`config.mk`:
```
export PLATFORM = sky130hd
export DESIGN_NAME = ibex_instr_stim_seq
export DESIGN_NICKNAME = d
export VERILOG_FILES = /design/src/rtl/ibex_instr_stim_seq.sv
export SDC_FILE = /design/constraint.sdc
export NUM_CORES = 1
export LEC_CHECK = 0
export BUFFER_PORTS_ARGS = -buffer_cell sky130_fd_sc_hd__buf_2
export CORE_MARGIN = 2
export CORE_UTILIZATION = 35
export DETAILED_ROUTE_END_ITERATION = 12
export PLACE_DENSITY = 0.49
export REMOVE_ABC_BUFFERS = 1
export SLEW_MARGIN = 10
export SYNTH_ARGS = -nofsm -noshare
export SYNTH_HDL_FRONTEND = slang
export SYNTH_SLANG_ARGS = --single-unit
export TNS_END_PERCENT = 10
```
`constraint.sdc`:
```
create_clock -name clk_i -period 4.1 [get_ports clk_i]
set_input_delay 0.41 -clock clk_i [delete_from_list [all_inputs] [get_ports clk_i]]
set_output_delay 0.41 -clock clk_i [all_outputs]
set_load 0.01 [all_outputs]
```
`src/rtl/ibex_instr_stim_seq.sv`:
```
// Programmable instruction-stream sequencer for decoder/ID-stage benches.
// Plays a DEPTH-entry instruction table one-shot, looped or LFSR-random, with hold and back-pressure.
module ibex_instr_stim_seq #(
    parameter int unsigned      DEPTH     = 16,
    parameter int unsigned      WIDTH     = 32,
    parameter logic [WIDTH-1:0] IDLE_INSN = 32'h0000_0013,
    parameter logic [15:0]      LFSR_SEED = 16'hACE1,
    localparam int unsigned     AW        = $clog2(DEPTH)
) (
    input  logic             clk_i,
    input  logic             rst_ni,
    input  logic             cfg_we_i,
    input  logic [AW-1:0]    cfg_addr_i,
    input  logic [WIDTH-1:0] cfg_wdata_i,
    input  logic [1:0]       cfg_flags_i,
    input  logic [AW-1:0]    cfg_last_i,
    input  logic [1:0]       mode_i,
    input  logic [15:0]      run_len_i,
    input  logic [3:0]       hold_cycles_i,
    input  logic             start_i,
    input  logic             stop_i,
    input  logic             instr_ready_i,
    output logic             instr_valid_o,
    output logic [WIDTH-1:0] instr_rdata_o,
    output logic [WIDTH-1:0] instr_rdata_alu_o,
    output logic             instr_first_cycle_o,
    output logic             illegal_c_insn_o,
    output logic             branch_taken_o,
    output logic             busy_o,
    output logic             done_o,
    output logic [15:0]      issue_cnt_o
);

    typedef enum logic {
        S_IDLE,
        S_ISSUE
    } state_e;

    localparam logic [1:0]  MODE_LOOP = 2'b01;
    localparam logic [1:0]  MODE_RAND = 2'b10;
    localparam logic [15:0] LFSR_TAPS = 16'hB400;

    state_e           state_q, state_d;
    logic [AW-1:0]    ptr_q, ptr_d;
    logic [3:0]       hold_q, hold_d;
    logic [15:0]      cnt_q, cnt_d;
    logic [15:0]      lfsr_q, lfsr_d;
    logic             stop_q, stop_d;
    logic             done_q, done_d;

    logic [WIDTH-1:0] tbl_insn_q [DEPTH];
    logic [1:0]       tbl_flag_q [DEPTH];

    logic [15:0]      lfsr_step;
    logic [15:0]      cnt_inc;
    logic             retire;
    logic             end_oneshot;
    logic             end_limit;
    logic             is_loop;
    logic             is_rand;

    // Random index folds out-of-range LFSR values back onto entry 0.
    function automatic logic [AW-1:0] rand_idx(input logic [15:0] v, input logic [AW-1:0] last);
        logic [AW-1:0] idx;
        idx = v[AW-1:0];
        if (idx > last) idx = '0;
        return idx;
    endfunction

    assign is_loop   = (mode_i == MODE_LOOP);
    assign is_rand   = (mode_i == MODE_RAND);
    assign lfsr_step = {1'b0, lfsr_q[15:1]} ^ (lfsr_q[0] ? LFSR_TAPS : 16'h0000);
    assign cnt_inc   = (cnt_q == 16'hFFFF) ? cnt_q : cnt_q + 16'd1;

    // >= rather than == so a live decrease of hold_cycles_i below hold_q retires at once.
    assign retire    = (state_q == S_ISSUE) && instr_ready_i && (hold_q >= hold_cycles_i);

    // Reserved mode 11 falls through to one-shot behaviour.
    assign end_oneshot = !is_loop && !is_rand && (ptr_q >= cfg_last_i);
    assign end_limit   = (is_loop || is_rand) && (run_len_i != 16'd0) && (cnt_inc >= run_len_i);

    always_comb begin
        state_d = state_q;
        ptr_d   = ptr_q;
        hold_d  = hold_q;
        cnt_d   = cnt_q;
        lfsr_d  = lfsr_q;
        stop_d  = stop_q;
        done_d  = 1'b0;

        case (state_q)
            S_IDLE: begin
                if (start_i) begin
                    state_d = S_ISSUE;
                    ptr_d   = is_rand ? rand_idx(LFSR_SEED, cfg_last_i) : '0;
                    hold_d  = '0;
                    cnt_d   = '0;
                    lfsr_d  = LFSR_SEED;
                    stop_d  = 1'b0;
                end
            end
            S_ISSUE: begin
                if (stop_i) stop_d = 1'b1;
                if (retire) begin
                    hold_d = '0;
                    cnt_d  = cnt_inc;
                    if (is_rand) begin
                        lfsr_d = lfsr_step;
                        ptr_d  = rand_idx(lfsr_step, cfg_last_i);
                    end else if (is_loop && (ptr_q >= cfg_last_i)) begin
                        ptr_d = '0;
                    end else begin
                        ptr_d = ptr_q + 1'b1;
                    end
                    if (end_oneshot || end_limit || stop_q || stop_i) begin
                        state_d = S_IDLE;
                        stop_d  = 1'b0;
                        done_d  = 1'b1;
                    end
                end else if (instr_ready_i) begin
                    hold_d = hold_q + 4'd1;
                end
            end
            default: state_d = S_IDLE;
        endcase
    end

    always_ff @(posedge clk_i or negedge rst_ni) begin
        if (!rst_ni) begin
            state_q <= S_IDLE;
            ptr_q   <= '0;
            hold_q  <= '0;
            cnt_q   <= '0;
            lfsr_q  <= LFSR_SEED;
            stop_q  <= 1'b0;
            done_q  <= 1'b0;
        end else begin
            state_q <= state_d;
            ptr_q   <= ptr_d;
            hold_q  <= hold_d;
            cnt_q   <= cnt_d;
            lfsr_q  <= lfsr_d;
            stop_q  <= stop_d;
            done_q  <= done_d;
        end
    end

    // Table is writable at any time; the read side is combinational on ptr_q.
    always_ff @(posedge clk_i or negedge rst_ni) begin
        if (!rst_ni) begin
            for (int i = 0; i < DEPTH; i++) begin
                tbl_insn_q[i] <= IDLE_INSN;
                tbl_flag_q[i] <= 2'b00;
            end
        end else if (cfg_we_i) begin
            tbl_insn_q[cfg_addr_i] <= cfg_wdata_i;
            tbl_flag_q[cfg_addr_i] <= cfg_flags_i;
        end
    end

    assign instr_valid_o       = (state_q == S_ISSUE);
    assign instr_rdata_o       = instr_valid_o ? tbl_insn_q[ptr_q] : IDLE_INSN;
    assign instr_rdata_alu_o   = instr_rdata_o;
    assign instr_first_cycle_o = instr_valid_o && (hold_q == 4'd0);
    assign illegal_c_insn_o    = instr_valid_o && tbl_flag_q[ptr_q][0];
    assign branch_taken_o      = instr_valid_o && tbl_flag_q[ptr_q][1];
    assign busy_o              = instr_valid_o;
    assign done_o              = done_q;
    assign issue_cnt_o         = cnt_q;

endmodule

```
==> run summary, run 1 <==
status - finished, final reports clean
share of the synthesized area in the top cell type - 0.478
1st-iter DRT viols - 905
Fill cells - 7324
hold crit path type - primary input to flip-flop
Chip Height - 286 um
Area contributors post-synth - dfrtp_1 48%, mux2_2 22%, mux4_2 14%
Slew @ Worst Pin - 1.12 ns
area grow syn2layout - 15.1%
die area - 81800 um^2
pin count of the biggest net entering global routing - 110
total gr overflow - 0
CP Max Fanout - 9
fin cells - 3042
syn_area_per_cell - 15.2 um^2
number of flops mapped to enable cells by yosys - 0
DR DRC count - 0
initial antenna violation count - 5
DR vias/cell - 5.27
IR drop worst, VDD - 0.000333 V
pre-CTS setup slack - 0.403 ns
Starting Density - 0.353
maximum clock path buffer count - 3
worst skew pair latency - 0.60 ns
hold-fix buffers at CTS - 1
Netlist cell types - 50
Final WS setup - 0.323 ns
post-route minimum period - 3.78 ns
first-pass GRT wire length - 112000 um
die width - 286 um
Routed Wire Length - 71800 um
clk sinks - 587
DRT Pass-1 Iters - 5
gr usage total - 0.180
post-synthesis sequential area ratio - 0.530
Worst Path Required - 4.58 ns
wire per inst - 23.6 um
FP Rows - 103
overall power - 21.4 mW
Post-Synthesis Cells - 1834
top_reg_cell synth - dfrtp_1
number of port buffers - 155
Post-CTS Setup Bufs - 0
Final Hold Violating Endpoints - 0
Max Slew Vio Count - 0
TritonCTS clock tree - done
clk slew on worst S/H paths - 0.06 ns
CORE AREA - 78900 um^2
fin crit share - 0.921
final setup fails - 0
CP Capture Type - flip-flop
Max H-tree Level - 3
post_cts resized - 0
share of layout cells above drive strength 1 - 0.559
clock root buffer - clkbuf_16
maxcap violations - 0
Register Area - 14800 um^2
CP startpoint kind - flip-flop
post-route antenna net violation count - 0
CTS buffer count - 70
type of the worst setup path - flip-flop to flip-flop
Syn. warnings - 0
area of the multi-input gates - 12200 um^2
placed cells - 2913
RSZ-0062 raised after global routing - no
Fin Clk Skew - 0.0197 ns
GPL Wtd Cong - 0.790
IO Pins - 156
Synth Register Bits - 587
asr flop ratio synth - 1.00
pwr dens - 667 nW/um^2
Crit path arrival time - 4.26 ns
Leak - 13.6 nW
# nets final - 2040
vias after detailed routing - 16000
max frequency - 265 MHz
max_slew headroom - 0.254
hpwl dp - 40900 um
most area-hungry cell type in the Yosys netlist - dfrtp_1
Post-Syn Area - 27800 um^2
vias in the first global route - 17300
[cells in the mapped netlist, drive strengths merged (2+ instances only)]
cell    instances
a22o            3
o21a            2
and2           32
ha             34
nor4            7
a221o           3
dfstp          56
a21oi          17
a211oi          3
xnor2           9
mux4          170
nor3           14
o21ai          28
nor2b           3
dfrtp         531
a21boi          2
or2             3
nor3b           3
clkbuf        104
inv            35
or3             8
mux2          547
nand4           6
nor2           26
and3            7
o31ai           2
a31oi           8
buf            72
nand2b         12
nand3          17
nand2          39
a311oi          4
nand3b          2
xor2            7
o22ai           2
a21o            6
[path summary, 6_finish.rpt]
| check | endpoint | slack (ns) | depth (start not counted) | start |
|---|---|---|---|---|
| worst max-delay path | done_o | 0.32 | 11 | issue_cnt_o[0] |
| worst min-delay path | stop_q | 0.13 | 4 | start_i |
| worst max register to register | done_o | 0.32 | 11 | issue_cnt_o[0] |
| worst min register to register | lfsr_q[7] | 0.47 | 2 | lfsr_q[8] |
| max in group asynchronous | tbl_insn_q[407] | 2.58 | 3 | rst_ni |
| min in group asynchronous | tbl_insn_q[339] | 0.50 | 2 | rst_ni |
[per-stage QoR]
| step | instance area, um^2 | setup TNS (ns) | util | hold WS [ns] |
|---|---|---|---|---|
| 2_1_floorplan | 27000 | -211.65 | - | 0.114 |
| 3_3_place_gp | 29700 | 0 | 0.377 | 0.469 |
| 3_5_place_dp | 29700 | 0 | 0.377 | 0.477 |
| 4_1_cts | 32000 | 0 | 0.406 | 0.0936 |
| 5_1_grt | 32000 | 0 | 0.406 | 0.145 |
| 6_report | 32000 | 0 | 0.406 | 0.134 |
[registers in the layout, indices dropped and copies added, names as in the netlist]
signal,cells
tbl_insn_q,512
tbl_flag_q,32
issue_cnt_o,16
lfsr_q,16
hold_q,4
ptr_q,4
busy_o,1
done_o,1
stop_q,1
[critical path, stage by stage (launching register included)]
cell and delay [ns]:
dfrtp_1 0.43, ha_1 0.29, nand3_1 0.22, nor4_2 0.64, nand2_1 0.36, nand2_1 0.14
ha_1 0.24, a211oi_1 0.27, nor2_1 0.07, or3_1 0.31, o311a_1 0.39, or2_2 0.30
[final cells by class]
cell class | count | share of cell area
well taps | 1050 | 0.0410
flip-flops and latches | 587 | 0.461
clock inverters | 20 | 0.00652
inverters | 35 | 0.00410
clock buffers | 107 | 0.0644
repair buffers | 206 | 0.0424
multi-input cells | 1036 | 0.380
diodes | 1 | 0.0000781
[placed cells by master (no fill, tap or decap), drive strengths merged, types with 4 or more instances in the layout]
cell    instances
mux2          547
dfrtp         531
buf           205
mux4          170
clkbuf        107
dfstp          56
nand2          39
inv            37
ha             34
and2           32
o21ai          28
nor2           26
nand3          17
a21oi          17
clkinv         15
nor3           14
nand2b         12
xnor2           9
a31oi           8
or3             8
and3            7
xor2            7
nor4            7
nand4           6
a21o            6
a311oi          4
[kinds of logic after synthesis]
logic type / share of synthesized area
buffers and inverters: 0.0356
AND/OR/NAND/NOR: 0.0338
multiplexers: 0.359
XOR/XNOR: 0.00504
adder cells (fa/ha/maj): 0.0153
AO/OA/AOI/OAI: 0.0205
flip-flops: 0.530
[report_power, final]
part	total, mW	switching (mW)	internal [mW]
logic	7.08	3.17	3.91
clock network	6.14	2.47	3.67
registers	8.15	0.876	7.27
[metal layers]
metal,wire (um),global-route usage,vias up
li1,-,-,6947
met1,33900,0.257,8704
met2,34000,0.289,293
met3,2900,0.0289,84
met4,1040,0.0419,6
met5,40,0,-
No activity file was read; power rests on OpenSTA's default activity.
==> inputs of run 2 (changes only) <==
CORE_ASPECT_RATIO = 1.5   (was unset)
CTS_CLUSTER_SIZE = 30   (was unset)
REMOVE_ABC_BUFFERS = unset   (was 1)
==> run summary, run 2 (synthesis gave the netlist of run 1 again) <==
status - finished, final reports clean (unchanged)
wire per inst - 24.2 um (was 23.6 um)
r2r startpoint - issue_cnt_o[0] (unchanged)
GPL Wtd Cong - 0.770 (was 0.790)
pwr dens - 658 nW/um^2 (was 667 nW/um^2)
most frequent cells in the layout - 547 x mux2_2, 526 x dfrtp_1, 170 x mux4_2 (unchanged)
Crit path arrival time - 4.17 ns (was 4.26 ns)
most common cell after layout, fill and taps aside - mux2_2 (unchanged)
total gr overflow - 0 (unchanged)
hold crit path type - primary input to flip-flop (unchanged)
DRT Pass-1 Iters - 4 (was 5)
# nets final - 2026 (was 2040)
clk sinks - 587 (unchanged)
Max H-tree Level - 2 (was 3)
setup TNS - 0 ns (unchanged)
number of port buffers - 155 (unchanged)
hold depth - 3 (was 4)
Final WS setup - 0.428 ns (was 0.323 ns)
reg2reg end - done_o (unchanged)
Worst Path Required - 4.60 ns (was 4.58 ns)
vias after detailed routing - 15900 (was 16000)
area of the multi-input gates - 12200 um^2 (unchanged)
CP Capture Type - flip-flop (unchanged)
r2r worst-path depth - 11 (unchanged)
DR DRC count - 0 (unchanged)
CTS buffer count - 58 (was 70)
top flop regs - tbl_insn_q: 512 flops, tbl_flag_q: 32 flops (unchanged)
maxcap violations - 0 (unchanged)
gr usage total - 0.182 (was 0.180)
max reg flops - 512 (unchanged)
post-route minimum period - 3.67 ns (was 3.78 ns)
Fill cells - 7139 (was 7324)
Post-CTS Setup Bufs - 0 (unchanged)
share of layout cells above drive strength 1 - 0.558 (was 0.559)
Starting Density - 0.354 (was 0.353)
fin crit share - 0.895 (was 0.921)
area grow syn2layout - 14.1% (was 15.1%)
CP Max Fanout - 9 (unchanged)
type of the worst setup path - flip-flop to flip-flop (unchanged)
DR vias/cell - 5.32 (was 5.27)
1st-iter DRT viols - 716 (was 905)
reg2reg setup slack - 0.43 ns (was 0.32 ns)
pre-CTS setup slack - 0.457 ns (was 0.403 ns)
Biggest register - tbl_insn_q (unchanged)
worst skew pair latency - 0.62 ns (was 0.60 ns)
final setup fails - 0 (unchanged)
Leak - 13.4 nW (was 13.6 nW)
first-pass GRT wire length - 112000 um (about the same)
Final Hold Violating Endpoints - 0 (unchanged)
Register Area - 14800 um^2 (unchanged)
Max Slew Vio Count - 0 (unchanged)
IR drop worst, VDD - 0.000367 V (was 0.000333 V)
Slew @ Worst Pin - 1.11 ns (was 1.12 ns)
die width - 234 um (was 286 um)
pin count of the biggest net entering global routing - 119 (was 110)
TritonCTS clock tree - done (unchanged)
clock root buffer - clkbuf_16 (unchanged)
max_slew headroom - 0.258 (was 0.254)
CP startpoint kind - flip-flop (unchanged)
hpwl dp - 43100 um (was 40900 um)
IO Pins - 156 (unchanged)
final hold slack - 0.135 ns (was 0.134 ns)
initial antenna violation count - 9 (was 5)
clk slew on worst S/H paths - 0.06 ns (about the same)
Routed Wire Length - 72600 um (was 71800 um)
post-route antenna net violation count - 0 (unchanged)
FP Rows - 126 (was 103)
max frequency - 272 MHz (was 265 MHz)
Min-Delay Endpoint - stop_q (unchanged)
RSZ-0062 raised after global routing - no (unchanged)
Worst Hold Launch - stop_i (was start_i)
Fin Clk Skew - 0.00794 ns (was 0.0197 ns)
maximum clock path buffer count - 3 (unchanged)
Chip Height - 349 um (was 286 um)
die area - 81800 um^2 (about the same)
Post-Syn Nets - 1938
CORE AREA - 78700 um^2 (was 78900 um^2)
vias in the first global route - 17600 (was 17300)
overall power - 20.9 mW (was 21.4 mW)
[run 2: changes by cell type in the layout (fill, tap and decap cells not counted), sizes merged]
cell,previous run,this run
bufinv,3,6
buf,205,203
inv,37,35
clkbuf,107,85
clkinv,15,11
clkinvlp,0,5
[run 2: how the worst max path moves through the flow]
stage                     cells after the start           endpoint      startpoint  slack, ns
after global routing                         11             done_o  issue_cnt_o[0]       0.17
final                                        11             done_o  issue_cnt_o[0]       0.43
after detailed placement                     11             done_o  issue_cnt_o[0]       0.46
after CTS                                     5  instr_rdata_o[16]        ptr_q[0]       0.38
after floorplan                              11             done_o  issue_cnt_o[0]       0.87
after global placement                       11             done_o  issue_cnt_o[0]       0.49
[run 2: layer usage]
layer / up-vias / GRT usage / wire length (um)
met4: 10 / 0.0394 / 1310
li1: 6913 / - / -
met1: 8638 / 0.237 / 31200
met3: 88 / 0.0283 / 2740
met5: - / 0 / 55
met2: 269 / 0.318 / 37300
[run 2: area by class of cell]
| type | count | area share |
|---|---|---|
| diodes | 1 | 0.0000788 |
| flip-flops and latches | 587 | 0.465 |
| multi-input cells | 1036 | 0.383 |
| inverters | 35 | 0.00414 |
| repair buffers | 204 | 0.0435 |
| well taps | 1024 | 0.0404 |
| clock buffers | 85 | 0.0544 |
| clock inverters | 22 | 0.00855 |
[run 2: timing repair]
item / in CTS / in global routing
hold buffers: 1 / 0
gates resized for setup: 0 / 0
endpoints found under the hold margin: 105 / 0
[run 2: metrics by stage]
stage	area [um^2]	utilization	std cells
final	31700	0.403	2994
after global routing	31700	0.403	2994
after CTS	31700	0.403	2993
after detailed placement	29700	0.378	2885
after global placement	29700	0.378	2885
after floorplan	27800	-	1834
[run 2: report_power, final]
| part | internal (mW) | total, mW | switching [mW] |
|---|---|---|---|
| registers | 7.26 | 8.21 | 0.950 |
| clock network | 3.29 | 5.60 | 2.31 |
| logic | 3.95 | 7.06 | 3.11 |
| total | 14.5 | 20.9 | 6.37 |
[run 2: worst max-delay path, cell delays in order, from the launching register on]
cell and delay [ns]:
dfrtp_1 0.43, ha_1 0.29, nand3_1 0.21, nor4_2 0.63, nand2_1 0.35, nand2_1 0.14, ha_1 0.24, a211oi_1 0.23
nor2_1 0.07, or3_1 0.32, o311a_1 0.36, or2_2 0.29
==> inputs of run 3 (changes only) <==
BUFFER_PORTS_ARGS = -buffer_cell sky130_fd_sc_hd__buf_4   (was -buffer_cell sky130_fd_sc_hd__buf_2)
RECOVER_POWER = 25   (was unset)
==> run summary, run 3 (synthesis gave the netlist of run 1 again) <==
Worst Path Required - 4.61 ns (was 4.60 ns)
Slew @ Worst Pin - 2.74 ns (was 1.11 ns)
clk sinks - 587 (unchanged)
RSZ-0062 raised after global routing - no (unchanged)
DR DRC count - 0 (unchanged)
Leak - 13.5 nW (was 13.4 nW)
CORE AREA - 78700 um^2 (unchanged)
status - finished with violations (was finished, final reports clean)
CP Capture Type - flip-flop (unchanged)
Post-CTS Setup Bufs - 0 (unchanged)
FP Rows - 126 (unchanged)
worst skew pair latency - 0.63 ns (was 0.62 ns)
r2r startpoint - issue_cnt_o[0] (unchanged)
Starting Density - 0.354 (unchanged)
CTS buffer count - 59 (was 58)
CP Max Fanout - 9 (unchanged)
wire per inst - 24.2 um (about the same)
GPL Wtd Cong - 0.788 (was 0.770)
Max H-tree Level - 2 (unchanged)
Worst Hold Launch - stop_i (unchanged)
max_slew headroom - -0.829 (was 0.258)
most common cell after layout, fill and taps aside - mux2_2 (unchanged)
initial antenna violation count - 6 (was 9)
maxcap violations - 7 (was 0)
max frequency - 267 MHz (was 272 MHz)
setup TNS - 0 ns (unchanged)
vias after detailed routing - 16000 (was 15900)
number of port buffers - 155 (unchanged)
hpwl dp - 43900 um (was 43100 um)
overall power - 21.1 mW (was 20.9 mW)
Chip Height - 349 um (unchanged)
Psw - 6.42 mW (was 6.37 mW)
post-route antenna net violation count - 0 (unchanged)
most frequent cells in the layout - 547 x mux2_2, 526 x dfrtp_1, 181 x buf_4 (was 547 x mux2_2, 526 x dfrtp_1, 170 x mux4_2)
Fin Clk Skew - 0.00493 ns (was 0.00794 ns)
IR drop worst, VDD - 0.000329 V (was 0.000367 V)
pin count of the biggest net entering global routing - 103 (was 119)
maximum clock path buffer count - 3 (unchanged)
total gr overflow - 0 (unchanged)
TritonCTS clock tree - done (unchanged)
die area - 81800 um^2 (unchanged)
Post-Syn Nets - 1938 (unchanged)
Final WS setup - 0.358 ns (was 0.428 ns)
fin crit share - 0.913 (was 0.895)
post_cts resized - 0 (unchanged)
pre-CTS setup slack - 0.437 ns (was 0.457 ns)
die width - 234 um (unchanged)
Logic pwr share - 0.352 (was 0.338)
Routed Wire Length - 72700 um (was 72600 um)
max reg flops - 512 (unchanged)
top flop regs - tbl_insn_q: 512 flops, tbl_flag_q: 32 flops (unchanged)
gr usage total - 0.182 (about the same)
post-route minimum period - 3.74 ns (was 3.67 ns)
area grow syn2layout - 14.8% (was 14.1%)
clk slew on worst S/H paths - 0.06 ns (about the same)
CP cell instances - ha_1 -> nand3_1 -> nor4_2 -> nand2_1 -> nand2_1 -> ha_1 -> a211oi_1 -> nor2_1 -> or3_1 -> o311a_1 -> or2_2 (unchanged)
pwr dens - 661 nW/um^2 (was 658 nW/um^2)
Biggest register - tbl_insn_q (unchanged)
hold crit path type - primary input to flip-flop (unchanged)
final setup fails - 0 (unchanged)
IO Pins - 156 (unchanged)
Power Internal - 14.7 mW (was 14.5 mW)
type of the worst setup path - flip-flop to flip-flop (unchanged)
final core utilization - 0.406 (was 0.403)
Crit path arrival time - 4.26 ns (was 4.17 ns)
DR vias/cell - 5.34 (was 5.32)
CP top delay family - simple AND/OR/NAND/NOR gates (unchanged)
clock root buffer - clkbuf_16 (unchanged)
CP startpoint kind - flip-flop (unchanged)
crit path from - issue_cnt_o[0] (unchanged)
Fill cells - 7219 (was 7139)
clock network power share - 0.257 (was 0.268)
CP max-delay cell - nor4_2 (unchanged)
1st-iter DRT viols - 709 (was 716)
Final Hold Violating Endpoints - 0 (unchanged)
share of layout cells above drive strength 1 - 0.551 (was 0.558)
sequential power share - 0.391 (was 0.394)
CP bufs+invs - 0 (unchanged)
# nets final - 2030 (was 2026)
CP peak stage delay - 0.63 ns (about the same)
DRT Pass-1 Iters - 5 (was 4)
Max Slew Vio Count - 203 (was 0)
violated checks - capacitance limit, slew limit
vias in the first global route - 17500 (was 17600)
first-pass GRT wire length - 112000 um (about the same)
Sw Ratio - 0.304 (was 0.305)
[run 3: area by class of cell]
class / instances / area, um^2 / share of cell area
flip-flops and latches: 587 / 14800 / 0.462
multi-input cells: 1036 / 12100 / 0.380
clock buffers: 92 / 1760 / 0.0551
repair buffers: 207 / 1690 / 0.0529
well taps: 1024 / 1280 / 0.0401
clock inverters: 19 / 165 / 0.00517
inverters: 35 / 131 / 0.00411
diodes: 2 / 5.00 / 0.000157
[run 3: final timing paths]
| check | end | slack (ns) | cells after the start |
|---|---|---|---|
| max | done_o | 0.36 | 11 |
| min | stop_q | 0.14 | 3 |
| max reg2reg | done_o | 0.36 | 11 |
| min reg2reg | lfsr_q[5] | 0.47 | 2 |
| max in group asynchronous | tbl_insn_q[127] | 0.96 | 3 |
| min in group asynchronous | tbl_insn_q[51] | 1.12 | 2 |
[run 3: power groups by stage]
stage	combinational, mW	sequential [mW]	clock [mW]
2_1_floorplan	5.64	7.81	0
3_3_place_gp	7.52	8.29	0
3_5_place_dp	7.62	8.37	0
4_1_cts	7.64	8.26	5.61
5_1_grt	8.09	8.45	5.83
6_report	7.44	8.25	5.42
[run 3: tightest hold or removal path: cells and delay by family]
| family | cells | cell delay [ns] |
|---|---|---|
| compound gates | 2 | 0.23 |
| buf+inv | 1 | 0.09 |
[run 3: stage by stage]
step | area, um^2 | hold slack (ns) | cells
2_1_floorplan | 27800 | 0.114 | 1834
5_1_grt | 31900 | 0.123 | 3001
4_1_cts | 32000 | 0.0908 | 3000
6_report | 31900 | 0.141 | 3002
3_5_place_dp | 30100 | 0.476 | 2888
3_3_place_gp | 30100 | 0.468 | 2888
[run 3: timing repair]
action,in CTS,in global routing
endpoints found under the hold margin,92,0
hold buffers,1,0
endpoints found under the setup margin,0,0
[run 3: per-layer routing]
metal / GRT usage / vias to the layer above / share of wire
met5: 0 / - / 0.00055
met4: 0.0456 / 8 / 0.019
met3: 0.0268 / 89 / 0.039
met2: 0.310 / 292 / 0.51
met1: 0.242 / 8702 / 0.43
li1: - / 6947 / -
